**src/rtl/argmax_pkg.sv**
```systemverilog
// Shared definitions for the arg-max pipeline: sizing helpers, entry type and the tie-break merge rule.
// The optional runner-up tracking is controlled by the ARGMAX_MARGIN_EN macro in the modules that import this.
package argmax_pkg;

    localparam int ARGMAX_MAX_CH = 16;
    localparam int ARGMAX_CMP_W  = 32;
    localparam int ARGMAX_WIDTH  = 10;
    localparam int ARGMAX_IDX_W  = 4;

    typedef struct packed {
        logic [ARGMAX_WIDTH-1:0] value;
        logic [ARGMAX_IDX_W-1:0] index;
        logic [ARGMAX_WIDTH-1:0] second;
    } argmax_entry_t;

    function automatic int clog2(input int n);
        int r;
        r = 32'sd0;
        while ((32'sd1 << r) < n) begin
            r = r + 32'sd1;
        end
        return r;
    endfunction

    // Tree depth and index width: at least one register stage even for a single channel.
    function automatic int argmax_stages(input int n);
        return (clog2(n) < 32'sd1) ? 32'sd1 : clog2(n);
    endfunction

    function automatic int argmax_lvl_cnt(input int n, input int k);
        return (n + (32'sd1 << k) - 32'sd1) >> k;
    endfunction

    // The a side is always the lower-index side, so '>=' resolves ties to the lowest channel.
    function automatic logic argmax_pick_a(input logic [ARGMAX_CMP_W-1:0] a_value,
                                           input logic [ARGMAX_CMP_W-1:0] b_value);
        return (a_value >= b_value);
    endfunction

endpackage

```
**src/rtl/argmax_node.sv**
```systemverilog
// One registered compare-merge cell of the arg-max tree; HAS_B=0 makes it a registered pass-through.
// With ARGMAX_MARGIN_EN defined it also carries the runner-up value.
module argmax_node
    import argmax_pkg::*;
#(
    parameter int WIDTH = 10,
    parameter int IDX_W = 2,
    parameter bit HAS_B = 1'b1
) (
    input  logic             clk_i,
    input  logic             rst_i,
    input  logic             ce_i,
    input  logic             a_valid_i,
    input  logic [WIDTH-1:0] a_value_i,
    input  logic [IDX_W-1:0] a_index_i,
    input  logic             b_valid_i,
    input  logic [WIDTH-1:0] b_value_i,
    input  logic [IDX_W-1:0] b_index_i,
`ifdef ARGMAX_MARGIN_EN
    input  logic [WIDTH-1:0] a_second_i,
    input  logic [WIDTH-1:0] b_second_i,
    output logic [WIDTH-1:0] second_o,
`endif
    output logic             valid_o,
    output logic [WIDTH-1:0] value_o,
    output logic [IDX_W-1:0] index_o
);

    logic             pick_a_s;
    logic             valid_d;
    logic [WIDTH-1:0] value_d;
    logic [IDX_W-1:0] index_d;
    logic             valid_q;
    logic [WIDTH-1:0] value_q;
    logic [IDX_W-1:0] index_q;

    // Select the winner of the pair.
    always_comb begin
        if (HAS_B) begin
            pick_a_s = argmax_pick_a(ARGMAX_CMP_W'(a_value_i), ARGMAX_CMP_W'(b_value_i));
            valid_d  = a_valid_i | b_valid_i;
        end else begin
            pick_a_s = 1'b1;
            valid_d  = a_valid_i;
        end
        if (pick_a_s) begin
            value_d = a_value_i;
            index_d = a_index_i;
        end else begin
            value_d = b_value_i;
            index_d = b_index_i;
        end
    end

    // Winner registers; ce low holds the stage.
    always_ff @(posedge clk_i or posedge rst_i) begin
        if (rst_i) begin
            valid_q <= 1'b0;
            value_q <= '0;
            index_q <= '0;
        end else if (ce_i) begin
            valid_q <= valid_d;
            value_q <= value_d;
            index_q <= index_d;
        end
    end

    assign valid_o = valid_q;
    assign value_o = value_q;
    assign index_o = index_q;

`ifdef ARGMAX_MARGIN_EN
    logic [WIDTH-1:0] loser_s;
    logic [WIDTH-1:0] win_second_s;
    logic [WIDTH-1:0] second_d;
    logic [WIDTH-1:0] second_q;

    // Runner-up is the larger of the losing value and what the winner already beat.
    always_comb begin
        if (!HAS_B) begin
            loser_s = '0;
        end else if (pick_a_s) begin
            loser_s = b_value_i;
        end else begin
            loser_s = a_value_i;
        end
        if (pick_a_s) begin
            win_second_s = a_second_i;
        end else begin
            win_second_s = b_second_i;
        end
        if (argmax_pick_a(ARGMAX_CMP_W'(loser_s), ARGMAX_CMP_W'(win_second_s))) begin
            second_d = loser_s;
        end else begin
            second_d = win_second_s;
        end
    end

    // Runner-up register, same enable and reset as the winner.
    always_ff @(posedge clk_i or posedge rst_i) begin
        if (rst_i) begin
            second_q <= '0;
        end else if (ce_i) begin
            second_q <= second_d;
        end
    end

    assign second_o = second_q;
`endif

endmodule

```
**src/rtl/argmax_pipe.sv**
```systemverilog
// Pipelined arg-max over N_CH unsigned channels: one register level per tree level, LAT levels deep.
// Define ARGMAX_MARGIN_EN to add out_margin (winner minus runner-up).
module argmax_pipe
    import argmax_pkg::*;
#(
    parameter  int N_CH  = 3,
    parameter  int WIDTH = 10,
    localparam int IDX_W = argmax_stages(N_CH),
    localparam int LAT   = argmax_stages(N_CH)
) (
    input  logic                  clk,
    input  logic                  rst,
    input  logic                  ce,
    input  logic                  in_valid,
    input  logic [N_CH*WIDTH-1:0] in_data,
    output logic                  out_valid,
    output logic [WIDTH-1:0]      out_value,
`ifdef ARGMAX_MARGIN_EN
    output logic [WIDTH-1:0]      out_margin,
`endif
    output logic [IDX_W-1:0]      out_index
);

    // Level 0 holds the unregistered leaves; levels 1..LAT are node registers.
    logic [WIDTH-1:0] val_s [LAT+1][N_CH];
    logic [IDX_W-1:0] idx_s [LAT+1][N_CH];
    logic             vld_s [LAT+1][N_CH];
`ifdef ARGMAX_MARGIN_EN
    logic [WIDTH-1:0] sec_s [LAT+1][N_CH];
`endif

    for (genvar i = 0; i < N_CH; i++) begin : g_leaf
        assign val_s[0][i] = in_data[i*WIDTH +: WIDTH];
        assign idx_s[0][i] = IDX_W'(i);
        assign vld_s[0][i] = in_valid;
`ifdef ARGMAX_MARGIN_EN
        assign sec_s[0][i] = '0;
`endif
    end

    for (genvar k = 1; k <= LAT; k++) begin : g_lvl
        localparam int PCNT = argmax_lvl_cnt(N_CH, k - 1);
        localparam int CNT  = argmax_lvl_cnt(N_CH, k);
        for (genvar j = 0; j < N_CH; j++) begin : g_slot
            if (j < CNT) begin : g_node
                // An odd leftover entry is fed to its own b port, which HAS_B=0 ignores.
                localparam bit HAS_B = ((2 * j + 1) < PCNT);
                localparam int BI    = HAS_B ? (2 * j + 1) : (2 * j);
                argmax_node #(
                    .WIDTH (WIDTH),
                    .IDX_W (IDX_W),
                    .HAS_B (HAS_B)
                ) u_node (
                    .clk_i      (clk),
                    .rst_i      (rst),
                    .ce_i       (ce),
                    .a_valid_i  (vld_s[k-1][2*j]),
                    .a_value_i  (val_s[k-1][2*j]),
                    .a_index_i  (idx_s[k-1][2*j]),
                    .b_valid_i  (vld_s[k-1][BI]),
                    .b_value_i  (val_s[k-1][BI]),
                    .b_index_i  (idx_s[k-1][BI]),
`ifdef ARGMAX_MARGIN_EN
                    .a_second_i (sec_s[k-1][2*j]),
                    .b_second_i (sec_s[k-1][BI]),
                    .second_o   (sec_s[k][j]),
`endif
                    .valid_o    (vld_s[k][j]),
                    .value_o    (val_s[k][j]),
                    .index_o    (idx_s[k][j])
                );
            end else begin : g_empty
                assign val_s[k][j] = '0;
                assign idx_s[k][j] = '0;
                assign vld_s[k][j] = 1'b0;
`ifdef ARGMAX_MARGIN_EN
                assign sec_s[k][j] = '0;
`endif
            end
        end
    end

    assign out_valid = vld_s[LAT][0];
    assign out_value = val_s[LAT][0];
    assign out_index = idx_s[LAT][0];
`ifdef ARGMAX_MARGIN_EN
    // Root second never exceeds root value, so the difference cannot wrap.
    assign out_margin = val_s[LAT][0] - sec_s[LAT][0];
`endif

endmodule

```
**config.mk**
```make
export PLATFORM = sky130hd
export DESIGN_NAME = argmax_pipe
export DESIGN_NICKNAME = d
export VERILOG_FILES = /design/src/rtl/argmax_pkg.sv /design/src/rtl/argmax_node.sv /design/src/rtl/argmax_pipe.sv
export SDC_FILE = /design/constraint.sdc
export NUM_CORES = 1
export LEC_CHECK = 0
export ABC_AREA = 1
export BUFFER_PORTS_ARGS = -buffer_cell sky130_fd_sc_hd__buf_4
export CAP_MARGIN = 20
export CORE_UTILIZATION = 40
export DETAILED_ROUTE_END_ITERATION = 10
export GPL_TIMING_DRIVEN = 0
export PLACE_DENSITY = 0.7
export SYNTH_ARGS = -nofsm -noshare
export SYNTH_HDL_FRONTEND = slang
export SYNTH_SLANG_ARGS = --single-unit
```
**constraint.sdc**
```tcl
create_clock -name clk -period 3 [get_ports clk]
set_clock_uncertainty 0.05 [all_clocks]
set_input_delay 0.6 -clock clk [delete_from_list [all_inputs] [get_ports clk]]
set_output_delay 0.6 -clock clk [all_outputs]
set_load 0.01 [all_outputs]
```
# Word level (Yosys, flattened, before mapping)
# Cells that the tools add are included.
[totals] regBits=37 inputBits=34 output_inout_bits=13 wordCells=14
[op_classes] muxes=4 n_lt_le_gt_ge=2
[ops] cell="greater-or-equal comparator 10 bit" count=2
[ops] cell="two-way mux 10 bit" count=2
[ops] cell="two-way mux 2 bit" count=1
[ops] cell="two-way mux 1 bit" count=1

# Depth between registers and ports, before layout
[logic_depth] depth_word=2 ltp_mapped=12 ltp_nobuf=11

# Modules after synthesis
# A second synthesis with hierarchy kept.
[unflattened] cells_unflattened=346 area_unflattened_um2=2499.9
[modules_own_cells] module="argmax_node (g_lvl[1].g_slot[0].g_node.u_node ...)" n_inst=2 seq_area_each_um2=325.3 area_each_um2=997.2 cells_per_inst=144
[modules_own_cells] module="argmax_node (g_lvl[1].g_slot[1].g_node.u_node)" n_inst=1 seq_area_each_um2=325.3 area_each_um2=498.0 cells_per_inst=56
[modules_own_cells] module="argmax_pipe" n_inst=1 seq_area_each_um2=0.0 area_each_um2=7.5 cells_per_inst=2

# Worst setup path after synthesis
# OpenSTA, ideal clock, no wires.
[synth_path] path_kind="input to register" start="in in_data[19]" end="reg g_lvl[1].g_slot[0].g_node.u_node.value_q[1]" setup_ns=0.118 arrival_time_ns=1.579 slack_ns=1.253 n_path_buf=1 required_time_ns=2.832 stages=8 path_cell_list="inv_1 -> ha_1 -> a21o_1 -> nor2_2 -> buf_2 -> nand4_1 -> nand3_1 -> nand2_1"
[synth_between] elab_chain_cells=2
[synth_lines] element="start, declared" line="argmax_pipe.sv:15" source="input logic [N_CH*WIDTH-1:0] in_data,"
[synth_lines] element="greater-or-equal comparator 10 bit" line="argmax_pkg.sv:37" source="return (a_value >= b_value);"
[synth_lines] element="two-way mux 10 bit" line="argmax_node.sv:46" source="if (pick_a_s) begin"
[synth_lines] element="end signal, assigned" line="argmax_node.sv:63" source="value_q <= value_d;"
[synth_lines] element="end, declared" line="argmax_node.sv:34" source="logic [WIDTH-1:0] value_q;"
# Every way passes these cells.
# A chain may end at the register's enable or synchronous reset.

# Final worst setup path
[layout_path] start="reg g_lvl[1].g_slot[0].g_node.u_node.value_q[5]" end="reg g_lvl[2].g_slot[0].g_node.u_node.value_q[2]"
[layout_between] elab_chain_cells=2
[layout_lines] element="greater-or-equal comparator 10 bit" line="argmax_pkg.sv:37"
[layout_lines] element="two-way mux 10 bit" line="argmax_node.sv:46"
[layout_lines] element="end signal, assigned" line="argmax_node.sv:63"
[layout_lines] element="end, declared" line="argmax_node.sv:34"
# Every way passes these cells.

==> flow_summary.yaml <==
outcome:
  status: "complete, no violations"
worst_setup_path:
  cp_max_fo: 10
  cpMaxStageDelayCell: "dfrtp_1"
  critical_path_arrival_ns: 1.85
  crit_type: "reg2reg"
  reg2reg_slack_ns: 1.29
  cp-start-kind: "flip-flop"
  crit_family: "simple AND/OR/NAND/NOR gates"
  critPathBufInv: 2
  reg2reg_depth: 10
  r2r-end: "g_lvl[2].g_slot[0].g_node.u_node.value_o[2]"
  crit_chain: "ha_1 > nand2_1 > inv_1 > nand2_1 > nand2_1 > nand2_1 > buf_2 > nand4_1 > nand3_1 > nand2_1"
  reg2reg_from: "g_lvl[1].g_slot[0].g_node.u_node.value_o[5]"
  critPathCaptureType: "flip-flop"
  cpPeakStageDelay_ns: 0.42
  path_common_cell: "nand2_1"
  required_ns: 3.14
clock_network:
  postCtsSetupRepairBufs: 0
  clock_latency_ns: 0.29
  cts_buffer_depth: 2
  cts_resized: 0
  cts_root_buffer: "clkbuf_8"
  cts_tree: "built"
  htree_levels: 2
  cts_hold_buf: 0
  clk_pin_slew_ns: 0.08
  cts_buffers: 5
  clock_sinks: 36
place:
  postPlaceCellArea_um2: 2700
  pre_cts_ws_ns: 1.01
  dp_hpwl_um: 3720
  io_buffers: 45
  gp_congestion: 0.786
global_routing:
  overflow: 0
  antenna_found_initial: 0
  track_usage_pct: 17.8
  grt_pass1_wl_um: 8270
  grt_max_degree: 23
  grt_pass1_vias: 1857
power_and_ir_drop:
  peakVddDrop_mv: 0.234
  p_per_area_nw_per_um2: 516
  power_leakage_nw: 1.59
drt:
  dr.pass1.iters: 4
  route.detailed.drc: 0
  antenna_left: 0
  vias_per_cell: 4.65
  wl_per_cell_um: 11.4
  wirelength_um: 4830
  drt-initial-drc-count: 58
  via_count: 1969
job:
  maxCapViolations: 0
synth:
  synthesis.nets: 353
  synth.most_common_cell: "nand2_1"
  synth.avg_cell_area_um2: 7.50
  ys_async_sr_fraction_pct: 100
  netlist.top_cell.by_area: "dfrtp_1"
  yosysTopAreaCellShare_pct: 40.2
  synth_cells: 299
  synth-seq-cells: 36
  yosys-top-cells-count: "94 x nand2_1, 52 x inv_1, 36 x dfrtp_1"
  syn_area_um2: 2240
  synth_cell_types: 20
  ys.flop_type: "dfrtp_1"
  yosys-top-cells-area: "dfrtp_1 40%, nand2_1 16%, ha_1 11%, inv_1 8.7%, nand4_1 5.6%"
  synth_edf_count: 0
  yosysWarnings: 0
  yosysSeqAreaShare_pct: 40.2
timing:
  final-setup-viol-count: 0
  relSlewSlack_pct: 57.7
  fin_crit_sh_pct: 56.9
  worst_slack_ns: 1.29
  worst_slew_pin_slew_ns: 0.634
  rsz0062_at_grt: "no"
  drv_slew: 0
  setup_tns_ns: 0
  max_freq_ghz: 0.585
  holdWs_ns: 0.341
  min_period_ns: 1.71
  hold_viol: 0
die:
  ios: 47
  rows: 26
  die_x_um: 76.9
  core_area_um2: 5240
  die_area_um2: 5910
  initial_core_util_pct: 42.8
  die_y_um: 76.9
layout:
  antenna_cells: 0
  drive_gt1_share_pct: 22.1
  multi_input_area_um2: 1060
  num-nets-final: 406
  area_growth_pct: 24.6
  final-seq-area_um2: 901
  final_area_um2: 2790
  final.fill_count: 515
min_path:
  hold_path_class: "in2async"
## kinds of logic (layout without fill, tap and decap cells)
logic type,Yosys count,in the layout,synth area share [%]
DFF,36,36,40.2
buffers and inverters,68,122,12.7
and+or+nand+nor,155,155,31.3
AOI/OAI and AO/OA,20,20,4.69
adders and majority gates,20,20,11.2
## state kept, by name, summed over array words and instances, names as in the netlist
register,count
g_lvl.g_slot.g_node.u_node.index_o,4
g_lvl.g_slot.g_node.u_node.valid_o,2
g_lvl.g_slot.g_node.u_node.value_o,30
## worst max-delay path by stage
stage,startpoint,end,slack (ns),cells after the start
after floorplan,in_data[19],g_lvl[1].g_slot[0].g_node.u_node.value_o[1],1.25,8
after global placement,in_data[19],g_lvl[1].g_slot[0].g_node.u_node.value_o[9],1.05,11
after detailed placement,in_data[19],g_lvl[1].g_slot[0].g_node.u_node.value_o[0],1.01,11
after CTS,g_lvl[1].g_slot[0].g_node.u_node.value_o[5],g_lvl[2].g_slot[0].g_node.u_node.value_o[2],1.29,10
after global routing,g_lvl[1].g_slot[0].g_node.u_node.value_o[3],g_lvl[2].g_slot[0].g_node.u_node.value_o[3],1.12,10
final,g_lvl[1].g_slot[0].g_node.u_node.value_o[5],g_lvl[2].g_slot[0].g_node.u_node.value_o[2],1.29,10
## routing by layer
layer	wire length (µm)	global-route usage, %	vias to the layer above
met3	180	3.93	5
met1	2290	22.0	876
met2	2290	30.4	41
met5	0	0	-
met4	60	6.35	0
li1	-	-	1047
## final cells by class
cell class	count	share of cell area, %
well taps	70	3.14
plain buffers	15	3.05
flip-flops and latches	36	32.3
clock inverters	2	0.538
repair buffers	46	13.1
multi-input cells	195	37.9
inverters	53	7.12
clock buffers	6	2.96
## per-stage QoR
stage,utilization (%),power [W],std cells
floorplan,-,0.000913,299
global placement,50.9,0.00107,414
detailed placement,51.5,0.00109,415
CTS,53.3,0.00145,423
global route,53.3,0.00154,423
finish,53.3,0.00144,423
## power breakdown
group	total (W)	internal, W	switching, W
Combinational	0.000469	0.000217	0.000252
Sequential	0.000608	0.000562	0.0000455
Clock	0.000363	0.000186	0.000177
Total	0.00144	0.000965	0.000475
## cells in the final DEF (no fill, tap or decap)
cell type   count
a21o_1          2
a21oi_1         4
buf_16          1
buf_2           8
buf_4          46
buf_6           2
clkbuf_1        4
clkbuf_8        6
clkinv_1        1
clkinvlp_4      2
dfrtp_1        36
ha_1           20
inv_1          52
nand2_1        94
nand2_2         8
nand3_1        24
nand3_2         2
nand4_1        20
nor2_1          4
nor2_2          2
o21ai_0        12
o21ai_1         2
or2_2           1
## worst reg2reg max path: cells and delay by family, from the launching register on
kind,cells,cell delay [ns]
buf+inv,2,0.27
fa+ha+maj,1,0.32
flops,1,0.42
simple gates,7,0.54
Power figures use the tool's default switching activity.
